<file path="config.mk">
export PLATFORM = sky130hd
export DESIGN_NAME = adc_capture_ctrl
export DESIGN_NICKNAME = d
export VERILOG_FILES = /design/src/rtl/adc_capture_ctrl.sv
export SDC_FILE = /design/constraint.sdc
export NUM_CORES = 1
export LEC_CHECK = 0
export ABC_AREA = 0
export ABC_CLOCK_PERIOD_IN_PS = 2800
export CORE_MARGIN = 2
export CORE_UTILIZATION = 46
export CTS_BUF_LIST = sky130_fd_sc_hd__clkbuf_2 sky130_fd_sc_hd__clkbuf_4 sky130_fd_sc_hd__clkbuf_8
export DETAILED_ROUTE_END_ITERATION = 10
export PLACE_DENSITY = 0.82
export SKIP_CTS_REPAIR_TIMING = 1
export SLEW_MARGIN = 20
export SYNTH_ARGS = -nofsm -noshare
export SYNTH_HDL_FRONTEND = slang
export SYNTH_SLANG_ARGS = --single-unit
</file>
<file path="constraint.sdc">
create_clock -name adc_data_clk -period 2.8 [get_ports adc_data_clk]
set_input_delay 0.56 -clock adc_data_clk [delete_from_list [all_inputs] [get_ports adc_data_clk]]
set_output_delay 0.56 -clock adc_data_clk [all_outputs]
set_load 0.005 [all_outputs]
</file>
<file path="src/rtl/adc_capture_ctrl.sv">
// ADC capture controller: gates deserialised samples into the FIFO write port.
// Supports channel masking, counted/continuous capture, decimation, overflow.
module adc_capture_ctrl #(
    parameter int NUM_CH   = 2,
    parameter int SAMPLE_W = 16,
    parameter int CNT_W    = 24,
    parameter int DECIM_W  = 8
) (
    input  logic                         adc_data_clk,
    input  logic                         reset,
    input  logic [NUM_CH*SAMPLE_W-1:0]   adc_data,
    input  logic                         adc_data_valid,
    input  logic                         front_end_ready,
    input  logic                         arm,
    input  logic                         abort,
    input  logic                         cont_mode,
    input  logic [CNT_W-1:0]             capture_len,
    input  logic [DECIM_W-1:0]           decim,
    input  logic [NUM_CH-1:0]            ch_enable,
    input  logic                         fifo_prog_full,
    input  logic                         fifo_wr_rst_busy,
    output logic [NUM_CH*SAMPLE_W-1:0]   fifo_din,
    output logic                         fifo_wr_en,
    output logic                         busy,
    output logic                         done,
    output logic                         overflow,
    output logic [CNT_W-1:0]             sample_count
);

    localparam int DW = NUM_CH * SAMPLE_W;

    typedef enum logic [1:0] {
        S_IDLE,
        S_ARMED,
        S_CAP,
        S_DONE
    } state_t;

    state_t              state_q, state_d;
    logic                cont_q, cont_d;
    logic [CNT_W-1:0]    len_q, len_d;
    logic [DECIM_W-1:0]  decim_q, decim_d;
    logic [NUM_CH-1:0]   chen_q, chen_d;
    logic [DECIM_W-1:0]  dec_q, dec_d;
    logic [CNT_W-1:0]    cnt_q, cnt_d;
    logic                ovf_q, ovf_d;
    logic                wr_q, wr_d;
    logic [DW-1:0]       din_q, din_d;
    logic                busy_q, busy_d;
    logic                done_q, done_d;

    logic [DW-1:0]       masked;
    logic                wr_ok;
    logic [CNT_W-1:0]    cnt_inc;

    assign wr_ok   = !fifo_prog_full && !fifo_wr_rst_busy && front_end_ready;
    assign cnt_inc = cnt_q + CNT_W'(1);

    // Zero the lanes of disabled channels using the latched enable mask.
    always_comb begin
        masked = '0;
        for (int k = 0; k < NUM_CH; k++) begin
            if (chen_q[k]) begin
                masked[k*SAMPLE_W +: SAMPLE_W] = adc_data[k*SAMPLE_W +: SAMPLE_W];
            end
        end
    end

    // Next-state logic for the capture FSM, decimation and write datapath.
    always_comb begin
        state_d = state_q;
        cont_d  = cont_q;
        len_d   = len_q;
        decim_d = decim_q;
        chen_d  = chen_q;
        dec_d   = dec_q;
        cnt_d   = cnt_q;
        ovf_d   = ovf_q;
        wr_d    = 1'b0;
        din_d   = din_q;
        if (abort) begin
            state_d = S_IDLE;
        end else begin
            unique case (state_q)
                S_IDLE, S_DONE: begin
                    if (arm) begin
                        cont_d  = cont_mode;
                        len_d   = capture_len;
                        decim_d = decim;
                        chen_d  = ch_enable;
                        cnt_d   = '0;
                        ovf_d   = 1'b0;
                        dec_d   = '0;
                        state_d = S_ARMED;
                    end
                end
                S_ARMED: begin
                    if (front_end_ready && !fifo_wr_rst_busy) begin
                        if (!cont_q && len_q == '0) begin
                            state_d = S_DONE;
                        end else begin
                            state_d = S_CAP;
                        end
                    end
                end
                S_CAP: begin
                    if (adc_data_valid) begin
                        if (dec_q == '0) begin
                            dec_d = decim_q;
                            if (wr_ok) begin
                                wr_d  = 1'b1;
                                din_d = masked;
                                if (cont_q) begin
                                    if (cnt_q != '1) begin
                                        cnt_d = cnt_inc;
                                    end
                                end else begin
                                    cnt_d = cnt_inc;
                                    if (cnt_inc == len_q) begin
                                        state_d = S_DONE;
                                    end
                                end
                            end else begin
                                ovf_d = 1'b1;
                            end
                        end else begin
                            dec_d = dec_q - DECIM_W'(1);
                        end
                    end
                end
                default: state_d = S_IDLE;
            endcase
        end
        busy_d = (state_d == S_ARMED) || (state_d == S_CAP);
        done_d = (state_d == S_DONE);
    end

    // Register FSM state, shadow config, counters and all outputs.
    always_ff @(posedge adc_data_clk) begin
        if (reset) begin
            state_q <= S_IDLE;
            cont_q  <= 1'b0;
            len_q   <= '0;
            decim_q <= '0;
            chen_q  <= '0;
            dec_q   <= '0;
            cnt_q   <= '0;
            ovf_q   <= 1'b0;
            wr_q    <= 1'b0;
            din_q   <= '0;
            busy_q  <= 1'b0;
            done_q  <= 1'b0;
        end else begin
            state_q <= state_d;
            cont_q  <= cont_d;
            len_q   <= len_d;
            decim_q <= decim_d;
            chen_q  <= chen_d;
            dec_q   <= dec_d;
            cnt_q   <= cnt_d;
            ovf_q   <= ovf_d;
            wr_q    <= wr_d;
            din_q   <= din_d;
            busy_q  <= busy_d;
            done_q  <= done_d;
        end
    end

    assign fifo_din     = din_q;
    assign fifo_wr_en   = wr_q;
    assign busy         = busy_q;
    assign done         = done_q;
    assign overflow     = ovf_q;
    assign sample_count = cnt_q;

endmodule

</file>
==> flow_summary.toml <==
[yosys]
ys.flop_type = "dfxtp_1"
synth_warnings = 0
async_reset_ff_frac = 0
syn_area_um2 = 5230
ys_seq_area_frac = 0.402
synth.distinct_cells = 63
synth-edff-count = 0
synth_seq_cells = 105
syn_nets = 709
synth_area_per_cell_um2 = 8.31
syn_inst = 629

[power_and_ir_drop]
swShare = 0.265
seq_power_share = 0.564
leakagePower_nw = 2.62
power_density_nw_per_um2 = 383
comb_power_share = 0.114
p_int_w = 0.00202
vdd_drop_max_v = 0.000290
switchingPower_w = 0.000728
clkPwrFrac = 0.323

[sta]
clock-skew-final_ns = 0.0135
min_period_ns = 2.76
rsz0062_at_grt = "yes"
finalCritPeriodShare = 0.985
setup_viol = 0
worst_slew_pin_slew_ns = 0.715
slew_violations = 0
hold_viol_final = 0
fin_setup_tns_ns = 0
fmax_ghz = 0.362
maxSlewHeadroom = 0.524

[floorplanning]
die-area_um2 = 12200
core_region_area_um2 = 11000
die_h_um = 111
io_pins = 135
die_w_um = 111
rows = 38
initial_utilization = 0.476

[routing]
drc = 0
vias = 5319
wirelength_um = 15700
firstDrtPassIters = 5
vias_per_cell = 5.76
drtIter0Drc = 405
antenna_left = 0
avgRoutedWirePerCell_um = 17.0

[global_route]
grt_max_degree = 57
grt-ovfl-total = 0
antenna_found_initial = 0
grt_pass1_vias = 5048
grt.total_usage = 0.253
grt_pass1_wl_um = 25400

[setup_path]
worstSetupPathType = "flop to flop"
worstPathArrival_ns = 3.02
start_kind = "flop"
crit_top_cell = "nand4_1"
required_ns = 3.06
crit_slowest_cell = "or3_1"
end_kind = "flop"
cp_slowest_stage_delay_ns = 0.39
worstPathMaxFanout = 8
worstPathCellList = "ha_2, nand4_1, or3_1, a2111oi_2, nand4_1, nor4_4, o2bb2ai_1, ha_1, nor2b_1"

[layout]
drive_gt1_frac = 0.120
final_nets = 858
antenna_cells = 0
fin_util = 0.651
finalInstanceArea_um2 = 7150
area_growth_pct = 36.9

[clock_tree]
htree_num_levels = 3
cts_buffers = 9
path_clk_slew_ns = 0.10
cts-root-buf = "clkbuf_8"
clkLatencyLatePin_ns = 0.39
cts.sink_count = 105
cts_tree = "done"
ctsLongestPathBuffers = 2

[placed_design]
port_buffers = 134
gp_congestion = 0.954
place_area_um2 = 6950
dpl.hpwl_um = 11700

[run_status]
status = "finished clean"

[hold_path]
worstHoldPathType = "flop to flop"

[job]
max_cap_viol_count = 0
## metrics by stage
step / worst slack [ns] / std cells / total power, W / hold WS, ns
final: 0.0412 / 923 / 0.00274 / 0.460
after global routing: -0.112 / 923 / 0.00286 / 0.492
after CTS: 0.0398 / 923 / 0.00276 / 0.463
after detailed placement: -0.0379 / 907 / 0.00189 / 0.447
after global placement: 0.0836 / 907 / 0.00188 / 0.439
after floorplan: 0.0846 / 629 / 0.00171 / 0.432
## critical path, delay by kind of cell, from the launching register on
family | cells | cell delay [ns]
adder cells (fa/ha/maj) | 2 | 0.53
AO/OA/AOI/OAI | 2 | 0.54
AND/OR/NAND/NOR | 5 | 1.18
flip-flops | 1 | 0.37
## cell usage after synthesis (all sizes together), types with 3 or more instances
| library cell | instances | share of area |
|---|---|---|
| dfxtp | 105 | 0.40 |
| nand2 | 95 | 0.069 |
| a21oi | 75 | 0.072 |
| clkbuf | 33 | 0.024 |
| o21ai | 33 | 0.032 |
| a22o | 32 | 0.054 |
| nor2 | 31 | 0.023 |
| xnor2 | 19 | 0.032 |
| nor4 | 18 | 0.036 |
| nand4 | 16 | 0.022 |
| nand3 | 15 | 0.018 |
| buf | 14 | 0.016 |
| nor2b | 13 | 0.016 |
| or3 | 12 | 0.014 |
| xor2 | 12 | 0.020 |
| nor3 | 10 | 0.0096 |
| a31oi | 8 | 0.0096 |
| or4 | 8 | 0.011 |
| and2 | 7 | 0.0084 |
| and3 | 7 | 0.0084 |
| and4 | 6 | 0.010 |
| inv | 6 | 0.0043 |
| ha | 5 | 0.012 |
| nand3b | 5 | 0.0072 |
| o211ai | 5 | 0.0081 |
| nand2b | 4 | 0.0048 |
| a211oi | 3 | 0.0043 |
| a22oi | 3 | 0.0043 |
| o22ai | 3 | 0.0036 |
## power by group through the flow
stage	sequential (W)	combinational [W]	clock [W]
after floorplan	0.00157	0.000144	0
after global placement	0.00158	0.000299	0
after detailed placement	0.00158	0.000307	0
after CTS	0.00155	0.000309	0.000910
after global routing	0.00155	0.000340	0.000974
final	0.00155	0.000312	0.000885
## state kept, by name, summed over array words and instances, names as in the netlist
signal	cells
fifo_din	32
len_q	24
sample_count	24
dec_q	8
decim_q	8
chen_q	2
state_q	2
busy	1
cont_q	1
done	1
fifo_wr_en	1
overflow	1
## placed cells by master (no fill, tap or decap), types with 10 or more instances in the layout
| cell type | instances |
|---|---|
| a21oi_1 | 75 |
| a22o_1 | 32 |
| buf_4 | 48 |
| clkdlybuf4s50_1 | 133 |
| dfxtp_1 | 103 |
| nand2_1 | 94 |
| nand3_1 | 12 |
| nand4_1 | 15 |
| nor2_1 | 28 |
| nor2b_1 | 13 |
| nor3_1 | 10 |
| o21ai_0 | 32 |
| or3_1 | 12 |
| xnor2_1 | 19 |
| xor2_1 | 12 |
## cell families after synthesis
| group | count (synthesis) | share of synthesized area |
|---|---|---|
| AOI/OAI and AO/OA | 181 | 0.219 |
| xor gates and xnor gates | 31 | 0.0520 |
| adders and majority gates | 5 | 0.0120 |
| buffers and inverters | 53 | 0.0448 |
| DFF | 105 | 0.402 |
| muxes | 2 | 0.00431 |
| and+or+nand+nor | 252 | 0.265 |
## layer usage
| layer | global-route usage | share of wire | vias up |
|---|---|---|---|
| li1 | - | - | 2570 |
| met1 | 0.313 | 0.42 | 2555 |
| met2 | 0.441 | 0.51 | 175 |
| met3 | 0.0626 | 0.052 | 19 |
| met4 | 0.0625 | 0.014 | 0 |
| met5 | 0 | 0 | - |
## worst paths after layout
| kind | depth (start not counted) | slack [ns] | startpoint | to |
|---|---|---|---|---|
| setup / recovery | 9 | 0.04 | sample_count[0]$_SDFFE_PP0P_ | busy$_SDFF_PP0_ |
| hold / removal | 2 | 0.46 | chen_q[1]$_SDFFE_PP0P_ | chen_q[1]$_SDFFE_PP0P_ |
| hold reg to reg | 2 | 0.46 | chen_q[1]$_SDFFE_PP0P_ | chen_q[1]$_SDFFE_PP0P_ |
| setup reg to reg | 9 | 0.04 | sample_count[0]$_SDFFE_PP0P_ | busy$_SDFF_PP0_ |
## final cells by class
type                       count  area [um^2]
clock buffer                   9          124
clock inverter                 7         55.1
fill                         932         3830
inverter                       6         22.5
multi-input combinational    471         2920
sequential                   105         2100
tap                          140          175
timing repair buffer         185         1760
(Power assumes the default switching activity.)
